<file path="src/rtl/dma_rd_arbiter.sv">
// Two-to-one AXI4 read arbiter: round-robin AR grant with a registered issue stage,
// combinational R routing by RID, per-requester outstanding-burst throttling and a sticky fault flag.
module dma_rd_arbiter #(
  parameter int AXI_ADDR_W      = 32,
  parameter int AXI_DATA_W      = 64,
  parameter int AXI_ID_W        = 4,
  parameter int S0_ID           = 0,
  parameter int S1_ID           = 1,
  parameter int MAX_OUTSTANDING = 2
) (
  input  logic                  clk,
  input  logic                  rst_n,
  input  logic [AXI_ID_W-1:0]   s0_axi_arid,
  input  logic [AXI_ADDR_W-1:0] s0_axi_araddr,
  input  logic [7:0]            s0_axi_arlen,
  input  logic [2:0]            s0_axi_arsize,
  input  logic [1:0]            s0_axi_arburst,
  input  logic                  s0_axi_arvalid,
  output logic                  s0_axi_arready,
  output logic [AXI_ID_W-1:0]   s0_axi_rid,
  output logic [AXI_DATA_W-1:0] s0_axi_rdata,
  output logic [1:0]            s0_axi_rresp,
  output logic                  s0_axi_rlast,
  output logic                  s0_axi_rvalid,
  input  logic                  s0_axi_rready,
  input  logic [AXI_ID_W-1:0]   s1_axi_arid,
  input  logic [AXI_ADDR_W-1:0] s1_axi_araddr,
  input  logic [7:0]            s1_axi_arlen,
  input  logic [2:0]            s1_axi_arsize,
  input  logic [1:0]            s1_axi_arburst,
  input  logic                  s1_axi_arvalid,
  output logic                  s1_axi_arready,
  output logic [AXI_ID_W-1:0]   s1_axi_rid,
  output logic [AXI_DATA_W-1:0] s1_axi_rdata,
  output logic [1:0]            s1_axi_rresp,
  output logic                  s1_axi_rlast,
  output logic                  s1_axi_rvalid,
  input  logic                  s1_axi_rready,
  output logic [AXI_ID_W-1:0]   m_axi_arid,
  output logic [AXI_ADDR_W-1:0] m_axi_araddr,
  output logic [7:0]            m_axi_arlen,
  output logic [2:0]            m_axi_arsize,
  output logic [1:0]            m_axi_arburst,
  output logic                  m_axi_arvalid,
  input  logic                  m_axi_arready,
  input  logic [AXI_ID_W-1:0]   m_axi_rid,
  input  logic [AXI_DATA_W-1:0] m_axi_rdata,
  input  logic [1:0]            m_axi_rresp,
  input  logic                  m_axi_rlast,
  input  logic                  m_axi_rvalid,
  output logic                  m_axi_rready,
  input  logic                  err_clr,
  output logic                  rid_err,
  output logic                  busy
);

  localparam int CNT_W = $clog2(MAX_OUTSTANDING + 1);

  typedef enum logic {AR_IDLE, AR_ISSUE} ar_state_t;

  ar_state_t             state_q, state_d;
  logic                  last_grant_q, last_grant_d;
  logic                  owner_q, owner_d;
  logic [AXI_ID_W-1:0]   arid_q, arid_d;
  logic [AXI_ADDR_W-1:0] araddr_q, araddr_d;
  logic [7:0]            arlen_q, arlen_d;
  logic [2:0]            arsize_q, arsize_d;
  logic [1:0]            arburst_q, arburst_d;
  logic                  rid_err_q, rid_err_d;

  logic [1:0] req_valid, rready_in, eligible, rmatch, inc, dec, cnt_nz, cnt_fault;
  logic       grant, ar_accept, ar_done, ar_fault, r_fault;

  assign req_valid = {s1_axi_arvalid, s0_axi_arvalid};
  assign rready_in = {s1_axi_rready, s0_axi_rready};
  assign rmatch[0] = (m_axi_rid == AXI_ID_W'(S0_ID));
  assign rmatch[1] = (m_axi_rid == AXI_ID_W'(S1_ID));
  assign ar_done   = (state_q == AR_ISSUE) && m_axi_arready;

  // Per-requester outstanding-burst counter; a completing burst and a newly issued one cancel out.
  for (genvar gi = 0; gi < 2; gi++) begin : g_req
    logic [CNT_W-1:0] cnt_q, cnt_d;

    assign eligible[gi] = req_valid[gi] && (cnt_q < CNT_W'(MAX_OUTSTANDING));
    assign inc[gi]      = ar_done && (owner_q == 1'(gi));
    assign dec[gi]      = m_axi_rvalid && rmatch[gi] && rready_in[gi] && m_axi_rlast;
    assign cnt_nz[gi]   = (cnt_q != '0);

    always_comb begin
      cnt_d         = cnt_q;
      cnt_fault[gi] = dec[gi] && (cnt_q == '0);
      if (inc[gi] && !dec[gi]) begin
        cnt_d = cnt_q + 1'b1;
      end else if (dec[gi] && !inc[gi] && (cnt_q != '0)) begin
        cnt_d = cnt_q - 1'b1;
      end
    end

    always_ff @(posedge clk or negedge rst_n) begin
      if (!rst_n) cnt_q <= '0;
      else        cnt_q <= cnt_d;
    end
  end

  assign grant          = (eligible == 2'b11) ? ~last_grant_q : eligible[1];
  assign s0_axi_arready = (state_q == AR_IDLE) && !grant && eligible[0];
  assign s1_axi_arready = (state_q == AR_IDLE) &&  grant && eligible[1];
  assign ar_accept      = s0_axi_arready || s1_axi_arready;

  always_comb begin
    state_d      = state_q;
    last_grant_d = last_grant_q;
    owner_d      = owner_q;
    arid_d       = arid_q;
    araddr_d     = araddr_q;
    arlen_d      = arlen_q;
    arsize_d     = arsize_q;
    arburst_d    = arburst_q;
    ar_fault     = 1'b0;
    case (state_q)
      AR_IDLE: begin
        if (ar_accept) begin
          state_d      = AR_ISSUE;
          owner_d      = grant;
          last_grant_d = grant;
          arid_d       = grant ? s1_axi_arid    : s0_axi_arid;
          araddr_d     = grant ? s1_axi_araddr  : s0_axi_araddr;
          arlen_d      = grant ? s1_axi_arlen   : s0_axi_arlen;
          arsize_d     = grant ? s1_axi_arsize  : s0_axi_arsize;
          arburst_d    = grant ? s1_axi_arburst : s0_axi_arburst;
          ar_fault     = grant ? (s1_axi_arid != AXI_ID_W'(S1_ID))
                               : (s0_axi_arid != AXI_ID_W'(S0_ID));
        end
      end
      AR_ISSUE: begin
        if (m_axi_arready) state_d = AR_IDLE;
      end
      default: state_d = AR_IDLE;
    endcase
  end

  // Beats with an unknown RID are drained so the interconnect never stalls on them.
  assign r_fault      = m_axi_rvalid && !(|rmatch);
  assign m_axi_rready = rmatch[0] ? s0_axi_rready : (rmatch[1] ? s1_axi_rready : 1'b1);

  always_comb begin
    rid_err_d = rid_err_q;
    if (ar_fault || r_fault || (|cnt_fault)) rid_err_d = 1'b1;
    else if (err_clr)                        rid_err_d = 1'b0;
  end

  always_ff @(posedge clk or negedge rst_n) begin
    if (!rst_n) begin
      state_q      <= AR_IDLE;
      last_grant_q <= 1'b1;
      owner_q      <= 1'b0;
      arid_q       <= '0;
      araddr_q     <= '0;
      arlen_q      <= '0;
      arsize_q     <= '0;
      arburst_q    <= '0;
      rid_err_q    <= 1'b0;
    end else begin
      state_q      <= state_d;
      last_grant_q <= last_grant_d;
      owner_q      <= owner_d;
      arid_q       <= arid_d;
      araddr_q     <= araddr_d;
      arlen_q      <= arlen_d;
      arsize_q     <= arsize_d;
      arburst_q    <= arburst_d;
      rid_err_q    <= rid_err_d;
    end
  end

  assign m_axi_arvalid = (state_q == AR_ISSUE);
  assign m_axi_arid    = arid_q;
  assign m_axi_araddr  = araddr_q;
  assign m_axi_arlen   = arlen_q;
  assign m_axi_arsize  = arsize_q;
  assign m_axi_arburst = arburst_q;

  assign s0_axi_rid    = m_axi_rid;
  assign s0_axi_rdata  = m_axi_rdata;
  assign s0_axi_rresp  = m_axi_rresp;
  assign s0_axi_rlast  = m_axi_rlast;
  assign s0_axi_rvalid = m_axi_rvalid && rmatch[0];
  assign s1_axi_rid    = m_axi_rid;
  assign s1_axi_rdata  = m_axi_rdata;
  assign s1_axi_rresp  = m_axi_rresp;
  assign s1_axi_rlast  = m_axi_rlast;
  assign s1_axi_rvalid = m_axi_rvalid && rmatch[1];

  assign rid_err = rid_err_q;
  assign busy    = (state_q == AR_ISSUE) || (|cnt_nz);

endmodule

</file>
<file path="config.mk">
export PLATFORM = sky130hd
export DESIGN_NAME = dma_rd_arbiter
export DESIGN_NICKNAME = d
export VERILOG_FILES = /design/src/rtl/dma_rd_arbiter.sv
export SDC_FILE = /design/constraint.sdc
export NUM_CORES = 1
export LEC_CHECK = 0
export CORE_AREA = 2 2 146 148
export CTS_BUF_LIST = sky130_fd_sc_hd__clkbuf_8
export DETAILED_ROUTE_END_ITERATION = 7
export DIE_AREA = 0 0 148 150
export PLACE_DENSITY = 0.54
export RECOVER_POWER = 25
export SKIP_CTS_REPAIR_TIMING = 1
export SYNTH_ARGS = -nofsm -noshare
export SYNTH_HDL_FRONTEND = slang
export SYNTH_SLANG_ARGS = --single-unit
export TNS_END_PERCENT = 30
</file>
<file path="constraint.sdc">
create_clock -name clk -period 1.95 [get_ports clk]
set_input_delay 0.195 -clock clk [delete_from_list [all_inputs] [get_ports clk]]
set_output_delay 0.195 -clock clk [all_outputs]
set_load 0.1 [all_outputs]
</file>
==> Yosys cells after proc, flatten, opt, wreduce, memory -nomap -nowiden <==
Index checks and enable logic that the tools add are counted.
{ "classes": {"order_cmp": 2, "eq_ne": 3, "n_reduce_logical": 47, "n_mux": 20, "add_sub_neg": 4, "bitwise_logic": 3} }
{ "ops": {"columns": ["operator", "n"], "rows": [
  ["32-bit two-way mux", 1],
  ["1-bit logical AND", 24],
  ["1-bit two-way mux", 10],
  ["2-bit two-way mux", 5],
  ["2-bit nonzero test", 5],
  ["8-bit two-way mux", 1],
  ["1-bit logical NOT", 6],
  ["2-bit OR reduction", 3],
  ["2-bit by 1-bit adder with 2-bit output (second input constant)", 2],
  ["4-bit by 1-bit equality test with 1-bit output (second input constant)", 1],
  ["2-bit logical NOT", 2],
  ["4-bit logical NOT", 1],
  ["1-bit logical OR", 4],
  ["2-bit less-than comparator (second input constant)", 2],
  ["4-bit two-way mux", 1],
  ["4-bit by 1-bit != test with 1-bit output (second input constant)", 1],
  ["4-bit nonzero test", 1],
  ["2-bit by 1-bit subtractor with 2-bit output (second input constant)", 2],
  ["3-bit two-way mux", 1],
  ["1-bit inverter", 3],
  ["2-bit equality test (second input constant)", 1],
  ["1-bit case mux with 2 select lines", 1],
  ["2-bit AND reduction", 1]
]} }
{ "totals": {"reg_bits": 57, "elab_cells": 90, "input_bits": 178} }

==> Logic depth before layout (Yosys ltp) <==
Gate-level depths: netlist of run 1.
{ "logic_depth": {"word_depth": 13, "depth_mapped": 6, "mapped_depth_nobuf": 4} }

==> Least setup slack after synthesis of run 1 <==
OpenSTA, ideal clock, no wires.
{ "synth_timing": {"path_type": "register to output", "startpoint": "reg state_q, in the netlist m_axi_arvalid", "endpoint": "out s0_axi_arready", "t_required_ps": 1755, "n_path_buf": 0, "stages_incl_launch_ff": 3, "arrival_ps": 2493, "path_slack_ps": -738, "cell_sequence": "dfrtp_1 > nand2b_1 > nor2b_1"} }
{ "synth_between": {"elab_chain_len": 3} }
{ "synth_rtl": {"columns": ["element", "line", "source"], "rows": [
  ["start, declared", "61", "ar_state_t state_q, state_d;"],
  ["start signal, assigned", "164", "state_q <= state_d;"],
  ["1-bit inverter (no line)", null, null],
  ["1-bit logical AND (2 in a row)", "106", "assign s0_axi_arready = (state_q == AR_IDLE) && !grant && eligible[0];"],
  ["end, declared", "19", "output logic s0_axi_arready,"]
]} }
No other way between the ends.

==> Worst setup path in the final report of run 1 <==
{ "layout_timing": {"startpoint": "reg g_req[1].cnt_q[1]", "endpoint": "out s0_axi_arready"} }
{ "layout_between": {"elab_chain_len": 7} }
{ "layout_rtl": {"columns": ["element", "line", "source"], "rows": [
  ["start, declared", "82", "logic [CNT_W-1:0] cnt_q, cnt_d;"],
  ["start signal, assigned", "101", "else cnt_q <= cnt_d;"],
  ["2-bit less-than comparator *", "84", "assign eligible[gi] = req_valid[gi] && (cnt_q < CNT_W'(MAX_OUTSTANDING));"],
  ["1-bit logical AND *", "84", null],
  ["2-bit equality test", "105", "assign grant = (eligible == 2'b11) ? ~last_grant_q : eligible[1];"],
  ["1-bit two-way mux *", "105", null],
  ["1-bit logical NOT *", "106", null],
  ["1-bit logical AND * (2 in a row)", "106", null]
]} }
Mark *: on every way between the ends. The rest lies on a longest branch, timed or not.

==> flow_summary.toml, run 1 <==
[outcome]
outcome = "finished clean"

[floorplanning]
core_um2 = 20700
num_io_pins = 377
start_util_pct = 18.8
die_y_um = 150
dieArea_um2 = 22200
row_count = 53
die_x_um = 148

[logic_synthesis]
netlist_area_um2 = 3900
synth_cell_types = 38
ys_ff_latch = 57
netlist_instances = 416
synth-async-reset-ratio_pct = 100
synth_top_area_share_pct = 36.0
syn_avg_cell_area_um2 = 9.37
seq_area_frac_synth_pct = 36.6
synth-edff-count = 0
synth-main-ff-cell = "dfrtp_1"
syn-num-nets = 594
yosysTopAreaCell = "dfrtp_1"
ys.warnings.count = 0
synthTopCellsByArea = "dfrtp_1, buf_4, mux2i_1"

[global_routing]
grt_usage_pct = 9.67
grt-ovfl-total = 0
first_global_vias = 3062
grt_pass1_wl_mm = 16.3
grt_max_degree = 60
antenna_found_initial = 0

[sta]
rsz0062_at_grt = "false"
slew_headroom_pct = 62.2
fin_skew_ns = 0.0111
worst_slack_ns = 0.121
fmax_mhz = 547
hold_violations = 0
fin_crit_ns = 1.83
setup-violations-final = 0
finalCritPeriodShare_pct = 93.8
tightestPinTransition_ns = 0.560
slew_viol_final = 0

[clock_tree]
cts.clk_slew.worst_paths_ns = 0.07
htreeDepth = 3
insertion_delay_ns = 0.35
ctsLongestPathBuffers = 2
cts_buffers = 9
cts_root_buffer = "clkbuf_8"
clock-sinks = 57
cts_tree = "built"

[worst_hold_path]
hp-class = "input port to asynchronous set/reset pin"

[route]
wl_per_cell_um = 14.6
vias_per_cell = 3.88
num_vias = 2874
dr.first_iter.drc_count = 38
drcViolationCount = 0
drt_first_pass_iters = 4
antenna_left = 0
wl_mm = 10.8

[final_layout]
fin_nets = 639
final_common_cell = "clkdlybuf4s50_1"
drive_gt1_share_pct = 23.8
final_cell_mix = "clkdlybuf4s50_1, buf_4, dfrtp_1"
syn2layout_area_growth_pct = 35.7
antenna_cells = 0
fin_util_pct = 25.6
final_cell_area_um2 = 5290

[critical_path]
rr_startpoint = "g_req[0].cnt_q[1]"
crit_start = "g_req[1].cnt_q[1]"
cp_cell_sequence = "nand2b_2 > a21o_4 > nor2b_2 > buf_12"
critPathRequiredTime_ns = 1.75
arrival_ns = 1.63
critPathSlowestCell = "dfrtp_1"
startpoint_type = "flip-flop"
cp-end-kind = "output pin"
max_stage_delay_ns = 0.46
critPathMaxFanout = 7
path_class = "flip-flop to output pin"

[power]
powerDensity_nw_per_um2 = 1990
ir_worst_vdd_uv = 910
leakage_nw = 2.33

[place]
gp_congestion = 0.720
placed_area_um2 = 5040
pre_cts_slack_ns = 0.0654
portBuffers = 178
hpwl_mm = 8.30

[job]
maxCapViolations = 0
[registers in the layout, indices dropped and copies added, names as in the netlist, 2 cells and up]
signal and cells:
m_axi_arid 4, m_axi_arlen 8, m_axi_arburst 2, g_req.cnt_q 4, m_axi_arsize 3, m_axi_araddr 32
[synth_stat cells (2+ instances only)]
master,n
nor2_1,53
nand2_1,5
clkbuf_1,8
inv_1,4
nand2b_1,2
mux2i_1,51
a21oi_1,51
a21o_1,4
nor2b_1,3
buf_4,142
and3_1,3
buf_6,6
nor3_1,2
buf_2,2
dfrtp_1,56
nand3_1,2
[critical path, delay by kind of cell, from the launching register on]
kind                   cells  cell delay, ns
flip-flops                 1            0.46
AND/OR/NAND/NOR            2            0.42
AO/OA/AOI/OAI              1            0.24
buffers and inverters      1            0.16
[cell type report]
| cell class | instances | area (µm²) |
|---|---|---|
| Clock buffer | 10 | 138 |
| Inverter | 4 | 15.0 |
| Fill cell | 2204 | 15400 |
| Clock inverter | 6 | 91.3 |
| Tap cell | 275 | 344 |
| Multi-Input combinational cell | 197 | 1310 |
| Sequential cell | 57 | 1430 |
| Timing Repair Buffer | 192 | 1970 |
[worst paths after layout]
check | end | slack, ns | cells after the start
setup / recovery | s0_axi_arready | 0.12 | 4
hold / removal | m_axi_arsize[1] | 0.39 | 3
setup reg to reg | m_axi_arsize[2] | 0.36 | 5
hold reg to reg | m_axi_arid[3] | 0.53 | 2
max in group asynchronous | last_grant_q | 1.27 | 3
min in group clk | s0_axi_rdata[28] | 0.39 | 0
[where the power goes]
group / internal, mW / switching, mW / leakage [nW]
combinational: 1.73 / 5.32 / 1.60
sequential: 1.78 / 0.377 / 0.629
clock: 0.756 / 0.559 / 0.105
total: 4.26 / 6.26 / 2.33
[logic make-up (layout without fill, tap and decap cells)]
logic type / Yosys count / in the layout / synth area share (%)
compound gates: 65 / 65 / 9.73
xor+xnor: 1 / 1 / 0.225
buf+inv: 162 / 212 / 30.5
flops: 57 / 57 / 36.6
mux: 51 / 51 / 13.1
simple gates: 80 / 80 / 9.82
[metrics by stage]
| stage | hold slack (ns) | cells | TNS, ns | power [mW] |
|---|---|---|---|---|
| CTS | -0.178 | 740 | -0.112 | 10.7 |
| detailed placement | 0.234 | 724 | 0 | 9.27 |
| global route | 0.388 | 741 | 0 | 11.1 |
| global placement | 0.234 | 724 | -0.0477 | 9.17 |
| floorplan | -0.101 | 416 | -0.717 | 8.82 |
| finish | 0.386 | 741 | 0 | 10.5 |
[routing by layer]
metal / wire length (µm) / global-route usage (%) / vias up / part of all wire [%]
met5: 0 / 0 / - / 0
met4: 450 / 6.29 / 0 / 4.2
met3: 1140 / 3.84 / 46 / 11
met2: 5590 / 17.2 / 196 / 52
met1: 3620 / 9.28 / 1294 / 33
li1: - / - / 1338 / -
No activity file was read; power rests on OpenSTA's default activity.
==> run 2: changes to the inputs <==
- CELL_PAD_IN_SITES_DETAIL_PLACEMENT: unset -> 1
- CELL_PAD_IN_SITES_GLOBAL_PLACEMENT: unset -> 1
- CORE_AREA: 2 2 146 148 -> 2 2 147 149
- CTS_CLUSTER_DIAMETER: unset -> 60
- DIE_AREA: 0 0 148 150 -> 0 0 149 151
- PLACE_DENSITY: 0.54 -> 0.76
==> run 2 against run 1 <==
Power increased by 1.8%. Via count up 0.87%. Global-route usage rose by 0.20 points. Largest power group unchanged. Maximum frequency shrank 2.6%. Critical endpoint is now s1_axi_arready. Register-to-register slack got worse by 0.08 ns. Setup slack got worse by 0.048 ns. Utilization is 0.15 points higher. Final area up 1.2%. Die area rose by 1.3%. First-iteration DRC count grew 16%.
==> flow_summary.toml, run 2 (synthesis gave the netlist of run 1 again) <==
[outcome]
outcome = "finished clean"

[route]
wl_per_cell_um = 15.0
num_vias = 2899
met2WireLength_mm = 5.28
vias_per_cell = 3.88
antenna_left = 0
highest_layer = "met4"
drt_first_pass_iters = 4
wl_met1_mm = 4.13
drcViolationCount = 0
wl_mm = 11.2
dr.first_iter.drc_count = 44
wl_met3_mm = 1.17

[place]
place_inst = 728
hpwl_mm = 8.58
portBuffers = 178
gp_congestion = 0.709

[sta]
slew_headroom_pct = 63.2
fmax_mhz = 533
finalCritPeriodShare_pct = 96.3
fin_crit_ns = 1.88
tightestPinTransition_ns = 0.552
slew_viol_final = 0
holdWs_ns = 0.363
fin_skew_ns = 0.0200
setup-violations-final = 0
setup-tns-final_ns = 0
hold_violations = 0

[critical_path]
critPathRequiredTime_ns = 1.75
cp-endpoint = "s1_axi_arready"
reg2reg_to = "m_axi_araddr[12]"
arrival_ns = 1.68
path_class = "flip-flop to output pin"
crit_start = "g_req[1].cnt_q[1]"
critPathMaxFanout = 7
worst-r2r-cell-count = 6
cp-end-kind = "output pin"
r2r_slack_ns = 0.28
rr_startpoint = "g_req[1].cnt_q[1]"
startpoint_type = "flip-flop"

[final_layout]
largest_reg_flops = 32
syn2layout_area_growth_pct = 37.4
fin_nets = 645
fillCellCount = 2401
drive_gt1_share_pct = 24.8
final_common_cell = "clkdlybuf4s50_1"
fin_util_pct = 25.7
fin_cells = 747
final_cell_mix = "clkdlybuf4s50_1, buf_4, dfrtp_1"
antenna_cells = 0

[global_routing]
grt_usage_pct = 9.87
antenna_found_initial = 0
grt_pass1_wl_mm = 16.6
grt-ovfl-total = 0
grt_max_degree = 55
first_global_vias = 3033

[power]
combPwrFrac_pct = 67.4
p_clk_share_pct = 12.5
powerDensity_nw_per_um2 = 2000
sequentialPowerShare_pct = 20.1
ir_worst_vdd_uv = 1040
power.internal_mw = 4.37
swShare_pct = 59.2
p_switching_mw = 6.34
leakage_nw = 2.37

[floorplanning]
die_x_um = 149
dieArea_um2 = 22500
row_count = 53
num_io_pins = 377
start_util_pct = 18.7
core_um2 = 20800
die_y_um = 151

[job]
maxCapViolations = 0

[clock_tree]
cts_tree = "built"
insertion_delay_ns = 0.36
cts.clk_slew.worst_paths_ns = 0.09
htreeDepth = 3
cts_root_buffer = "clkbuf_8"
clock-sinks = 57
ctsLongestPathBuffers = 2
cts_buffers = 9

[worst_hold_path]
hp-class = "input port to asynchronous set/reset pin"
[run 2: worst min path at each step]
stage | start | endpoint | slack [ns] | cells past startpoint
2_1_floorplan | rst_n | g_req[0].cnt_q[0] | -0.10 | 0
4_1_cts | rst_n | m_axi_arvalid | -0.20 | 1
3_3_place_gp | rst_n | m_axi_arsize[1] | 0.22 | 1
3_5_place_dp | rst_n | m_axi_arsize[1] | 0.23 | 1
5_1_grt | rst_n | m_axi_arvalid | 0.38 | 2
6_report | rst_n | m_axi_arvalid | 0.36 | 2
[run 2: metrics by stage]
step                      cell area (µm²)  total power, mW  setup WS, ns
after floorplan                      3900             8.82        -0.217
final                                5350             10.7        0.0731
after global routing                 5350             11.3      -0.00129
after detailed placement             5090             9.44        0.0118
after CTS                            5320             10.9        -0.121
after global placement               5090             9.35        0.0563
[run 2: critical path: stages (launching register included)]
cell and delay, ns:
dfrtp_1 0.46, nand2b_2 0.26, a21o_4 0.21, nor2_2 0.19
buf_12 0.21
[run 2: cell type report]
cell class | count | area (µm²) | area share [%]
clock inverters | 6 | 91.3 | 1.71
multi-input cells | 197 | 1300 | 24.3
well taps | 275 | 344 | 6.43
flip-flops and latches | 57 | 1430 | 26.7
repair buffers | 198 | 2040 | 38.0
clock buffers | 10 | 138 | 2.57
inverters | 4 | 15.0 | 0.280
[run 2: power groups by stage]
stage	registers, mW	clock network, mW	logic, mW
3_3_place_gp	2.16	0	7.19
5_1_grt	2.23	1.47	7.58
6_report	2.15	1.34	7.22
3_5_place_dp	2.17	0	7.28
2_1_floorplan	5.83	0	2.99
4_1_cts	2.16	1.42	7.27
[run 2: routing by layer]
| layer | GRT usage, % | vias up |
|---|---|---|
| li1 | - | 1351 |
| met3 | 4.10 | 63 |
| met2 | 16.6 | 165 |
| met5 | 0 | - |
| met1 | 9.86 | 1320 |
| met4 | 7.24 | 0 |
